[config.mk]
export PLATFORM = sky130hd
export DESIGN_NAME = im_loader
export DESIGN_NICKNAME = d
export VERILOG_FILES = /design/src/rtl/im_loader_pkg.sv /design/src/rtl/im_byte_serializer.sv /design/src/rtl/im_loader.sv
export SDC_FILE = /design/constraint.sdc
export NUM_CORES = 1
export LEC_CHECK = 0
export CAP_MARGIN = 0
export CORE_MARGIN = 4
export CORE_UTILIZATION = 30
export DETAILED_ROUTE_END_ITERATION = 7
export GPL_TIMING_DRIVEN = 1
export PLACE_DENSITY = 0.57
export SYNTH_ARGS = -nofsm -noshare
export SYNTH_HDL_FRONTEND = slang
export SYNTH_HIERARCHICAL = 1
export SYNTH_SLANG_ARGS = --single-unit
[constraint.sdc]
create_clock -name clk -period 4.5 [get_ports clk]
set_input_delay 0.675 -clock clk [delete_from_list [all_inputs] [get_ports clk]]
set_output_delay 0.675 -clock clk [all_outputs]
set_load 0.03 [all_outputs]
[src/rtl/im_loader_pkg.sv]
// Shared types for the instruction-memory program loader.
// The loader's state encodings are fixed 3-bit values so they can be
// decoded by external debug logic. Byte index 0 of the instruction memory
// corresponds to the core's code-segment start PC.
package im_loader_pkg;

    typedef enum logic [2:0] {
        LDR_IDLE   = 3'd0,
        LDR_ACCEPT = 3'd1,
        LDR_WRITE  = 3'd2,
        LDR_HOLD   = 3'd3,
        LDR_RUN    = 3'd4,
        LDR_ERR    = 3'd5
    } ldr_state_t;

    // A load is in progress from the first accept slot until the core is released.
    function automatic logic is_loading(input ldr_state_t s);
        return (s == LDR_ACCEPT) || (s == LDR_WRITE) || (s == LDR_HOLD);
    endfunction

endpackage

[src/rtl/im_byte_serializer.sv]
// Splits one 32-bit instruction word into four big-endian byte writes on
// consecutive cycles. The write port outputs are registered; last_byte is
// high during the cycle whose edge commits the fourth byte.
module im_byte_serializer #(
    parameter int ADDR_W = 10
) (
    input  logic              clk,
    input  logic              rst,
    input  logic              load,
    input  logic [31:0]       data,
    input  logic [ADDR_W-1:0] base_addr,
    output logic              im_we,
    output logic [ADDR_W-1:0] im_addr,
    output logic [7:0]        im_wbyte,
    output logic              last_byte
);

    logic [23:0] rest;
    logic [1:0]  idx;

    // Write-port registers: start on load at the word's base address, step one byte per cycle.
    always_ff @(posedge clk or negedge rst) begin
        if (!rst) begin
            im_we    <= 1'b0;
            im_addr  <= '0;
            im_wbyte <= '0;
            idx      <= '0;
        end else if (load) begin
            im_we    <= 1'b1;
            im_addr  <= base_addr;
            im_wbyte <= data[31:24];
            idx      <= '0;
        end else if (im_we) begin
            if (idx == 2'd3) begin
                im_we <= 1'b0;
            end else begin
                im_addr  <= im_addr + 1'b1;
                im_wbyte <= rest[23:16];
                idx      <= idx + 1'b1;
            end
        end
    end

    // Remaining lower bytes of the latched word, shifted up as each byte goes out.
    always_ff @(posedge clk) begin
        if (load) begin
            rest <= data[23:0];
        end else if (im_we) begin
            rest <= {rest[15:0], 8'h00};
        end
    end

    assign last_byte = im_we && (idx == 2'd3);

endmodule

[src/rtl/im_loader.sv]
// Program loader in front of the mips core: accepts instruction words on a
// valid/ready stream, writes them big-endian into the instruction memory
// and holds the core in reset until the program is complete.
// Optional feature: define IM_LOADER_CHECKSUM_EN to add a 32-bit running
// sum of the accepted words on the checksum port.
module im_loader
    import im_loader_pkg::*;
#(
    parameter int IM_BYTES     = 1024,
    parameter int ADDR_W       = 10,
    parameter int CPU_RST_HOLD = 2
) (
    input  logic              clk,
    input  logic              rst,
    input  logic              start,
    input  logic              s_valid,
    output logic              s_ready,
    input  logic [31:0]       s_data,
    input  logic              s_last,
    output logic              im_we,
    output logic [ADDR_W-1:0] im_addr,
    output logic [7:0]        im_wbyte,
    output logic              cpu_rst,
    output logic              busy,
    output logic              done,
    output logic              overflow,
    output logic [ADDR_W-1:0] word_cnt
`ifdef IM_LOADER_CHECKSUM_EN
    ,
    output logic [31:0]       checksum
`endif
);

    localparam logic [ADDR_W-1:0] WORDS = ADDR_W'(IM_BYTES / 4);
    localparam int HOLD_W = (CPU_RST_HOLD > 1) ? $clog2(CPU_RST_HOLD) : 1;
    localparam logic [HOLD_W-1:0] HOLD_INIT = HOLD_W'(CPU_RST_HOLD - 1);

    ldr_state_t        state, state_nx;
    logic              ser_load;
    logic              start_acc;
    logic              last_byte;
    logic              last_q;
    logic [HOLD_W-1:0] hold_cnt;
    logic [ADDR_W-1:0] word_cnt_inc;
    logic [ADDR_W-1:0] base_addr;

    assign word_cnt_inc = word_cnt + 1'b1;
    assign base_addr    = {word_cnt[ADDR_W-3:0], 2'b00};

    im_byte_serializer #(
        .ADDR_W (ADDR_W)
    ) u_ser (
        .clk       (clk),
        .rst       (rst),
        .load      (ser_load),
        .data      (s_data),
        .base_addr (base_addr),
        .im_we     (im_we),
        .im_addr   (im_addr),
        .im_wbyte  (im_wbyte),
        .last_byte (last_byte)
    );

    // State register.
    always_ff @(posedge clk or negedge rst) begin
        if (!rst) begin
            state <= LDR_IDLE;
        end else begin
            state <= state_nx;
        end
    end

    // Next-state logic; start only matters when no load is in progress.
    always_comb begin
        state_nx  = state;
        ser_load  = 1'b0;
        start_acc = 1'b0;
        case (state)
            LDR_IDLE, LDR_RUN, LDR_ERR: begin
                if (start) begin
                    state_nx  = LDR_ACCEPT;
                    start_acc = 1'b1;
                end
            end
            LDR_ACCEPT: begin
                if (s_valid && s_ready) begin
                    state_nx = LDR_WRITE;
                    ser_load = 1'b1;
                end
            end
            LDR_WRITE: begin
                if (last_byte) begin
                    if (last_q) begin
                        state_nx = LDR_HOLD;
                    end else if (word_cnt_inc == WORDS) begin
                        state_nx = LDR_ERR;
                    end else begin
                        state_nx = LDR_ACCEPT;
                    end
                end
            end
            LDR_HOLD: begin
                if (hold_cnt == '0) begin
                    state_nx = LDR_RUN;
                end
            end
            default: state_nx = LDR_IDLE;
        endcase
    end

    // Status outputs registered from the next state so they line up with it.
    always_ff @(posedge clk or negedge rst) begin
        if (!rst) begin
            s_ready  <= 1'b0;
            busy     <= 1'b0;
            cpu_rst  <= 1'b1;
            done     <= 1'b0;
            overflow <= 1'b0;
        end else begin
            s_ready  <= (state_nx == LDR_ACCEPT);
            busy     <= is_loading(state_nx);
            cpu_rst  <= (state_nx != LDR_RUN);
            done     <= (state_nx == LDR_RUN);
            overflow <= (state_nx == LDR_ERR);
        end
    end

    // Word counter: cleared on an accepted start, bumped as each word's last byte commits.
    always_ff @(posedge clk or negedge rst) begin
        if (!rst) begin
            word_cnt <= '0;
        end else if (start_acc) begin
            word_cnt <= '0;
        end else if ((state == LDR_WRITE) && last_byte) begin
            word_cnt <= word_cnt_inc;
        end
    end

    // Remember whether the word being written closes the program.
    always_ff @(posedge clk or negedge rst) begin
        if (!rst) begin
            last_q <= 1'b0;
        end else if (ser_load) begin
            last_q <= s_last;
        end
    end

    // Core-release timer: preloaded outside HOLD, counts down while in HOLD.
    always_ff @(posedge clk or negedge rst) begin
        if (!rst) begin
            hold_cnt <= HOLD_INIT;
        end else if (state != LDR_HOLD) begin
            hold_cnt <= HOLD_INIT;
        end else if (hold_cnt != '0) begin
            hold_cnt <= hold_cnt - 1'b1;
        end
    end

`ifdef IM_LOADER_CHECKSUM_EN
    // Running modulo-2^32 sum of accepted words, restarted with each load.
    always_ff @(posedge clk or negedge rst) begin
        if (!rst) begin
            checksum <= '0;
        end else if (start_acc) begin
            checksum <= '0;
        end else if (ser_load) begin
            checksum <= checksum + s_data;
        end
    end
`endif

endmodule

**After elaboration in Yosys (flattened, before gate mapping)**

Index checks and enable logic that the tools add are counted.

- Multiplexer cells: 29
- $lt $le $gt $ge: 0
- Reductions and logical operators: 10
- Add/sub/neg operators: 4
- Divide/modulo/power cells: 0
- Bitwise gates (word level): 0
- Multipliers: 0
- Shift operators: 0
- Equality and inequality tests: 15

Operator list:

| operator | count |
|---|---|
| $mux W10 | 5 |
| $mux W24 | 2 |
| $mux W8 | 3 |
| $add A10 B1 Y10 const B | 2 |
| $mux W3 | 6 |
| $eq A3 B2 Y1 const B | 4 |
| $eq A3 B3 Y1 const B | 4 |
| $pmux W3 S4 | 1 |
| $eq A10 B9 Y1 const B | 1 |
| $mux W1 | 9 |
| $eq A3 B1 Y1 const B | 2 |
| $mux W2 | 3 |
| $reduce_bool A2 Y1 | 2 |
| $logic_and A1 B1 Y1 | 3 |
| $logic_not A3 Y1 | 1 |
| $ne A3 B2 Y1 const B | 1 |
| $ne A3 B3 Y1 const B | 1 |
| $reduce_or A3 Y1 | 1 |
| $add A2 B1 Y2 const B | 1 |
| $eq A2 B2 Y1 const B | 1 |
| $logic_or A1 B1 Y1 | 2 |
| $ne A2 B2 Y1 const B | 1 |
| $reduce_and A2 Y1 | 1 |
| $sub A1 B1 Y1 const B | 1 |

- Word-level logic and storage cells: 72
- Register bits: 65
- Input port bits: 37
- Bits in read-only memories: 0
- Memory bits (writable): 0
- Output and inout bits: 34
- Bits in latches: 0
- Memories kept: 0

**Logic depth before layout (Yosys ltp)**

Gate-level depths: netlist of run 1.

- Depth after elaboration: 9
- Gate-level depth with buffers: 8
- Gate-level depth less buffers: 6

**Cells and area by module**

Netlist of run 1, hierarchy kept.

By module, submodules not included:

| module | area each (sq um) | times used | cells an instance | sequential area each (sq um) |
|---|---|---|---|---|
| im_byte_serializer | 2,078.2 | 1 | 165 | 1,246.2 |
| im_loader | 1,191.1 | 1 | 123 | 503.0 |

**Least setup slack after synthesis of run 1**

No wires, ideal clock.

- Kind: input to register
- Start point: in s_valid
- End point: reg u_ser.rest[0] (enable)
- Setup time: 0.358 ns
- Path buffers: 2
- Data required time: 4.142 ns
- Setup slack: 2.371 ns
- Stages: 5
- Data arrival time: 1.770 ns
- Path through: nand3b_1 > nor2_1 > buf_6 > clkbuf_1 > or2_2

- Cells in the longest elaborated chain, start to end: 4

RTL lines:

| element | line | RTL |
|---|---|---|
| start: declaration | im_loader.sv:16 | `input logic s_valid,` |
| $logic_and A1 B1 Y1 | im_loader.sv:86 | `if (s_valid && s_ready) begin` |
| $mux W1 | im_loader.sv:86 |  |
| $mux W1 | im_loader.sv:78 | `case (state)` |
| named net ser_load | im_loader.sv:39 | `logic ser_load;` |
| $reduce_bool A2 Y1 (no source line) | n/a |  |
| end signal: assignment | im_byte_serializer.sv:47 | `rest <= data[23:0];` |
| end signal: assignment | im_byte_serializer.sv:49 | `rest <= {rest[15:0], 8'h00};` |
| end: declaration | im_byte_serializer.sv:18 | `logic [23:0] rest;` |

The timed path passes the listed nets, and every way through them passes these cells.
A chain may end at the register's enable or synchronous reset.

**Worst setup path in the final report of run 1**

- Start point: reg word_cnt[4]
- End point: out word_cnt[4]

RTL lines:

| element | line | RTL |
|---|---|---|
| start: declaration | im_loader.sv:27 | `output logic [ADDR_W-1:0] word_cnt` |
| start signal: assignment | im_loader.sv:135 | `word_cnt <= word_cnt_inc;` |

No word-level cell between the ends.

==> impl_metrics.env, run 1 <==
export IMPL_synth_edf_count=24
export IMPL_ioPinCount=71
export IMPL_period_needed_ns=2.42
export IMPL_async_flop_share=0.631
export IMPL_hold_viol=0
export IMPL_post_cts_resized=0
export IMPL_start_util=0.312
export IMPL_maxSlewHeadroom=0.372
export IMPL_netlist_area_sq_mm=0.00327
export IMPL_vias=2454
export IMPL_globalRouteOverflowTotal=0
export IMPL_layout_drive_gt1_share=0.122
export IMPL_endpoint_kind="output port"
export IMPL_p_leak_nw=1.66
export IMPL_synth_xor_area_frac=0.0241
export IMPL_clkTransAtPathRegs_ns=0.08
export IMPL_dr_pass1_iters=4
export IMPL_synth_compound_area_share=0.120
export IMPL_cts_sinks=65
export IMPL_stdcell_count=496
export IMPL_fmax_mhz=414
export IMPL_dieArea_sq_mm=0.0126
export IMPL_peakVddDrop_mv=0.219
export IMPL_rsz0062_at_grt="false"
export IMPL_finalCritPeriodShare=0.537
export IMPL_synth_seq_cells=65
export IMPL_avgViaCountPerCell=4.95
export IMPL_final_util=0.408
export IMPL_fill_cells=1023
export IMPL_final_common_cell="clkdlybuf4s50_1"
export IMPL_cts_setup_buffers=0
export IMPL_cts_tree="built"
export IMPL_grt_pass1_vias=2457
export IMPL_r2r_start="u_ser/idx[0]"
export IMPL_syn_avg_cell_area_sq_um=11.4
export IMPL_synth_top_family_by_area="simple AND/OR/NAND/NOR gates"
export IMPL_final_max_slew_viol_count=0
export IMPL_path_delay_family="buffers and inverters"
export IMPL_cp_start_kind="register"
export IMPL_numPlacedInstances=480
export IMPL_row_count=37
export IMPL_crit_fanout=13
export IMPL_io_buffer_count=70
export IMPL_ctsLongestPathBuffers=2
export IMPL_yosys_area_share_simple=0.179
export IMPL_nNetsFinal=396
export IMPL_crit_slowest_cell="clkdlybuf4s50_1"
export IMPL_drc=0
export IMPL_ys_types=60
export IMPL_die_w_um=112
export IMPL_cellPowerDensity_mw_per_mm2=558
export IMPL_yosysWarnings=6
export IMPL_pre_cts_slack_ns=1.75
export IMPL_finalPower_mw=2.38
export IMPL_antenna_found_initial=0
export IMPL_worst_clock_skew_ns=0.0109
export IMPL_synthCells=288
export IMPL_clkLatencyLatePin_ns=0.34
export IMPL_fin_tns_setup_ns=0
export IMPL_max_stage_delay_ns=0.78
export IMPL_wirelength_um=7720
export IMPL_crit_type="register to output port"
export IMPL_setup_viol=0
export IMPL_status="finished, final reports clean"
export IMPL_insertedDiodeCount=0
export IMPL_cp_startpoint="word_cnt[4]"
export IMPL_holdBufCountCts=0
export IMPL_mostFrequentLayoutCells="69 x clkdlybuf4s50_1, 39 x dfrtp_1, 28 x o21ai_0, 24 x edfxtp_1, 23 x nand2_1"
export IMPL_gp_congestion=0.801
export IMPL_cts_root_buffer="clkbuf_8"
export IMPL_area_delta_synth_final_pct=30.6
export IMPL_fin_ws_ns=2.08
export IMPL_path_cells="clkdlybuf4s50_1"
export IMPL_arrival_ns=1.74
export IMPL_ys_seq_area_frac=0.535
export IMPL_htreeDepth=3
export IMPL_grt_pass1_wl_um=12500
export IMPL_coreArea_sq_mm=0.0105
export IMPL_floorplan_die_height_um=112
export IMPL_grt_max_degree=42
export IMPL_drv_cap=0
export IMPL_hp_class="primary input to asynchronous set/reset pin"
export IMPL_grt_total_usage=0.123
export IMPL_synth_ff_type="dfrtp_1"
export IMPL_crit_buf_inv=1
export IMPL_worst_pin_slew_ns=0.942
export IMPL_numCtsBuffers=9
export IMPL_ant_nets=0
export IMPL_synthAdderAreaFrac=0.0153
export IMPL_drtIter0Drc=117
export IMPL_muxShareOfSynthArea=0.0892
export IMPL_crit_required_ns=3.83
export IMPL_dp_final_hpwl_um=5370
export IMPL_wl_per_cell_um=15.6
[through the flow]
stage / hold WS [ns] / cell area (sq um)
5_1_grt: 0.527 / 4270
2_1_floorplan: 0.379 / 3270
6_report: 0.456 / 4270
3_3_place_gp: 0.508 / 4070
4_1_cts: 0.503 / 4270
3_5_place_dp: 0.524 / 4070
[routing by layer]
metal,vias to the layer above,track usage,part of all wire
li1,1201,-,-
met1,1194,0.158,0.46
met2,50,0.201,0.49
met3,9,0.0372,0.042
met4,0,0.0409,0.013
met5,-,0,0
[report_power, final]
group	switching, mW	internal (mW)
clock	0.247	0.259
combinational	0.492	0.389
sequential	0.140	0.854
[sequential cells by signal, indices dropped and copies added, names as in the netlist]
register,count
word_cnt,10
s_ready,1
cpu_rst,1
u_ser/im_wbyte,8
done,1
state,3
busy,1
hold_cnt,1
u_ser/im_we,1
overflow,1
u_ser/im_addr,10
last_q,1
u_ser/rest,24
u_ser/idx,2
[synthesized netlist by cell type, types with 2 or more instances]
cell type,count,area [sq um]
mux2_2,17,191
o31ai_1,2,15.0
edfxtp_1,24,721
dfrtp_1,39,976
nor4b_1,2,17.5
xor2_1,5,43.8
nand3_1,13,65.1
o21ai_0,28,140
or3_1,3,18.8
nor2_1,9,33.8
inv_1,7,26.3
ha_1,4,50.1
buf_6,2,22.5
buf_2,6,30.0
nor3_1,2,10.0
nand2_1,23,86.3
xnor2_1,4,35.0
dfstp_2,2,52.6
a211oi_1,3,22.5
nor2b_1,5,31.3
clkbuf_1,6,22.5
nor3b_1,3,22.5
clkbuf_2,2,10.0
o211ai_1,3,22.5
mux2i_1,10,100
a22oi_1,2,15.0
nand4b_1,2,17.5
or4_1,5,37.5
and2_1,10,62.6
o311a_1,2,20.0
nand3b_1,5,37.5
nand2b_1,4,25.0
a21oi_1,5,25.0
and3_1,2,12.5
nand4_1,2,12.5
[cell families (layout without fill, tap and decap cells)]
kind of cell | after synthesis | in the layout
mux | 27 | 27
simple gates | 99 | 99
compound gates | 59 | 59
buf+inv | 24 | 95
flops | 65 | 65
fa+ha+maj | 4 | 4
xor+xnor | 9 | 9
other cells | 1 | 2
[layout make-up]
class / count / area (sq um) / share of cell area
sequential: 65 / 1750 / 0.410
clock buffer: 9 / 124 / 0.0290
tap: 136 / 170 / 0.0399
clock inverter: 7 / 76.3 / 0.0179
multi-input combinational: 200 / 1410 / 0.331
timing repair buffer: 72 / 711 / 0.166
inverter: 7 / 26.3 / 0.00615
[worst paths after layout]
check | end | slack [ns] | depth (start not counted)
max | word_cnt[4] | 2.08 | 1
min | state[1] | 0.46 | 1
max reg2reg | cpu_rst | 2.15 | 6
min reg2reg | u_ser/idx[1] | 0.54 | 2
max in group asynchronous | u_ser/im_addr[3] | 3.43 | 1
min in group clk | u_ser/idx[1] | 0.54 | 2
(Power assumes the default switching activity.)
==> run 2, diff against run 1 <==
clock period = 2.25 ns   (was 4.5 ns; I/O delays follow)
==> impl_metrics.env, run 2 (synthesis results as in run 1) <==
export IMPL_p_leak_nw=1.76
export IMPL_numPlacedInstances=497
export IMPL_reg2reg_depth=4
export IMPL_clkLatencyLatePin_ns=0.34
export IMPL_status="finished, final reports clean"
export IMPL_arrival_ns=1.73
export IMPL_dp_final_hpwl_um=5740
export IMPL_crit_buf_inv=2
export IMPL_die_w_um=112
export IMPL_fin_tns_setup_ns=0
export IMPL_max_stage_delay_ns=0.68
export IMPL_hp_class="primary input to asynchronous set/reset pin"
export IMPL_grt_total_usage=0.125
export IMPL_htreeDepth=3
export IMPL_cp_num_cells=2
export IMPL_path_cells="buf_4, clkdlybuf4s50_1"
export IMPL_grt_pass1_vias=2578
export IMPL_ant_nets=0
export IMPL_gp_congestion=0.780
export IMPL_fmax_mhz=485
export IMPL_antenna_found_initial=0
export IMPL_ioPinCount=71
export IMPL_nNetsFinal=414
export IMPL_coreArea_sq_mm=0.0105
export IMPL_dr_pass1_iters=4
export IMPL_rrSetupSlack_ns=0.24
export IMPL_drv_cap=0
export IMPL_start_util=0.312
export IMPL_design_area_sq_mm=0.00445
export IMPL_mostFrequentLayoutCells="69 x clkdlybuf4s50_1, 39 x dfrtp_1, 28 x o21ai_0, 24 x edfxtp_1, 23 x nand2_1"
export IMPL_setup_viol=0
export IMPL_cts_root_buffer="clkbuf_8"
export IMPL_grt_util_met1=0.159
export IMPL_peakVddDrop_mv=0.553
export IMPL_placed_area_sq_mm=0.00425
export IMPL_use_met2=0.206
export IMPL_cp_start_kind="register"
export IMPL_finalCritPeriodShare=0.917
export IMPL_dieArea_sq_mm=0.0126
export IMPL_crit_slowest_cell="clkdlybuf4s50_1"
export IMPL_endpoint_kind="output port"
export IMPL_critical_path_endpoint="word_cnt[5]"
export IMPL_row_count=37
export IMPL_wirelength_um=7740
export IMPL_drtIter0Drc=135
export IMPL_io_buffer_count=70
export IMPL_avgViaCountPerCell=5.00
export IMPL_grt_pass1_wl_um=12700
export IMPL_r2r_start="word_cnt[1]"
export IMPL_globalRouteOverflowTotal=0
export IMPL_worst_clock_skew_ns=0.0131
export IMPL_crit_required_ns=1.91
export IMPL_largest_register="u_ser/rest"
export IMPL_reg2reg_to="busy"
export IMPL_area_delta_synth_final_pct=36.2
export IMPL_cts_tree="built"
export IMPL_worst_pin_slew_ns=0.539
export IMPL_insertedDiodeCount=0
export IMPL_final_common_cell="clkdlybuf4s50_1"
export IMPL_wl_per_cell_um=15.1
export IMPL_crit_fanout=9
export IMPL_final_max_slew_viol_count=0
export IMPL_hold_viol=0
export IMPL_grt_use_met3=0.0259
export IMPL_floorplan_die_height_um=112
export IMPL_period_needed_ns=2.06
export IMPL_numCtsBuffers=9
export IMPL_path_delay_family="buffers and inverters"
export IMPL_grt_max_degree=32
export IMPL_maxSlewHeadroom=0.635
export IMPL_cts_sinks=65
export IMPL_crit_type="register to output port"
export IMPL_stdcell_count=514
export IMPL_clkTransAtPathRegs_ns=0.08
export IMPL_layout_drive_gt1_share=0.159
export IMPL_largest_register_ffs=24
export IMPL_cp_startpoint="word_cnt[5]"
export IMPL_reg_top3="u_ser/rest x24, u_ser/im_addr x10, word_cnt x10"
export IMPL_cts_setup_buffers=0
export IMPL_drc=0
export IMPL_busiest_layer="met2"
export IMPL_vias=2570
export IMPL_cellPowerDensity_mw_per_mm2=1100
export IMPL_ctsLongestPathBuffers=2
export IMPL_rsz0062_at_grt="false"
run 2: cell type report:
class,count,area (sq um)
tap,136,170
inverter,7,26.3
clock inverter,6,67.6
multi-input combinational,200,1410
fill,1019,6010
timing repair buffer,90,898
clock buffer,10,128
sequential,65,1750
run 2: how the worst min path moves through the flow:
stage                   endpoint  slack, ns  depth (start not counted)
2_1_floorplan               busy       0.04                          0
3_3_place_gp            state[0]       0.34                          1
3_5_place_dp            state[0]       0.35                          1
4_1_cts             u_ser/idx[0]       0.50                          2
5_1_grt        u_ser/im_wbyte[5]       0.54                          2
6_report       u_ser/im_wbyte[6]       0.50                          2
run 2: power breakdown:
group          internal, mW  total [mW]  switching [mW]  leakage, nW
Sequential             1.71        1.98           0.274        0.743
Combinational         0.889        1.91            1.02        0.920
Clock                 0.516       0.990           0.475       0.0929
Total                  3.11        4.88            1.77         1.76
run 2: timing repair:
action	in CTS	in global routing
resized for setup	0	0
endpoints found under the hold margin	19	0
hold buffers	1	0
run 2: routing by layer:
layer  wire length [um]  up-vias
li1                   -     1237
met1               3580     1273
met2               3750       50
met3                276       10
met4                138        0
met5                  0        -
run 2: through the flow:
step / total power, mW / setup WS, ns / util / hold slack (ns)
final: 4.88 / 0.187 / 0.425 / 0.496
after global placement: 3.89 / 0.0919 / 0.406 / 0.341
after detailed placement: 3.93 / 0.0862 / 0.406 / 0.351
after floorplan: 3.11 / 0.249 / - / 0.0419
after global routing: 5.18 / 0.0893 / 0.425 / 0.540
after CTS: 4.94 / 0.172 / 0.425 / 0.502
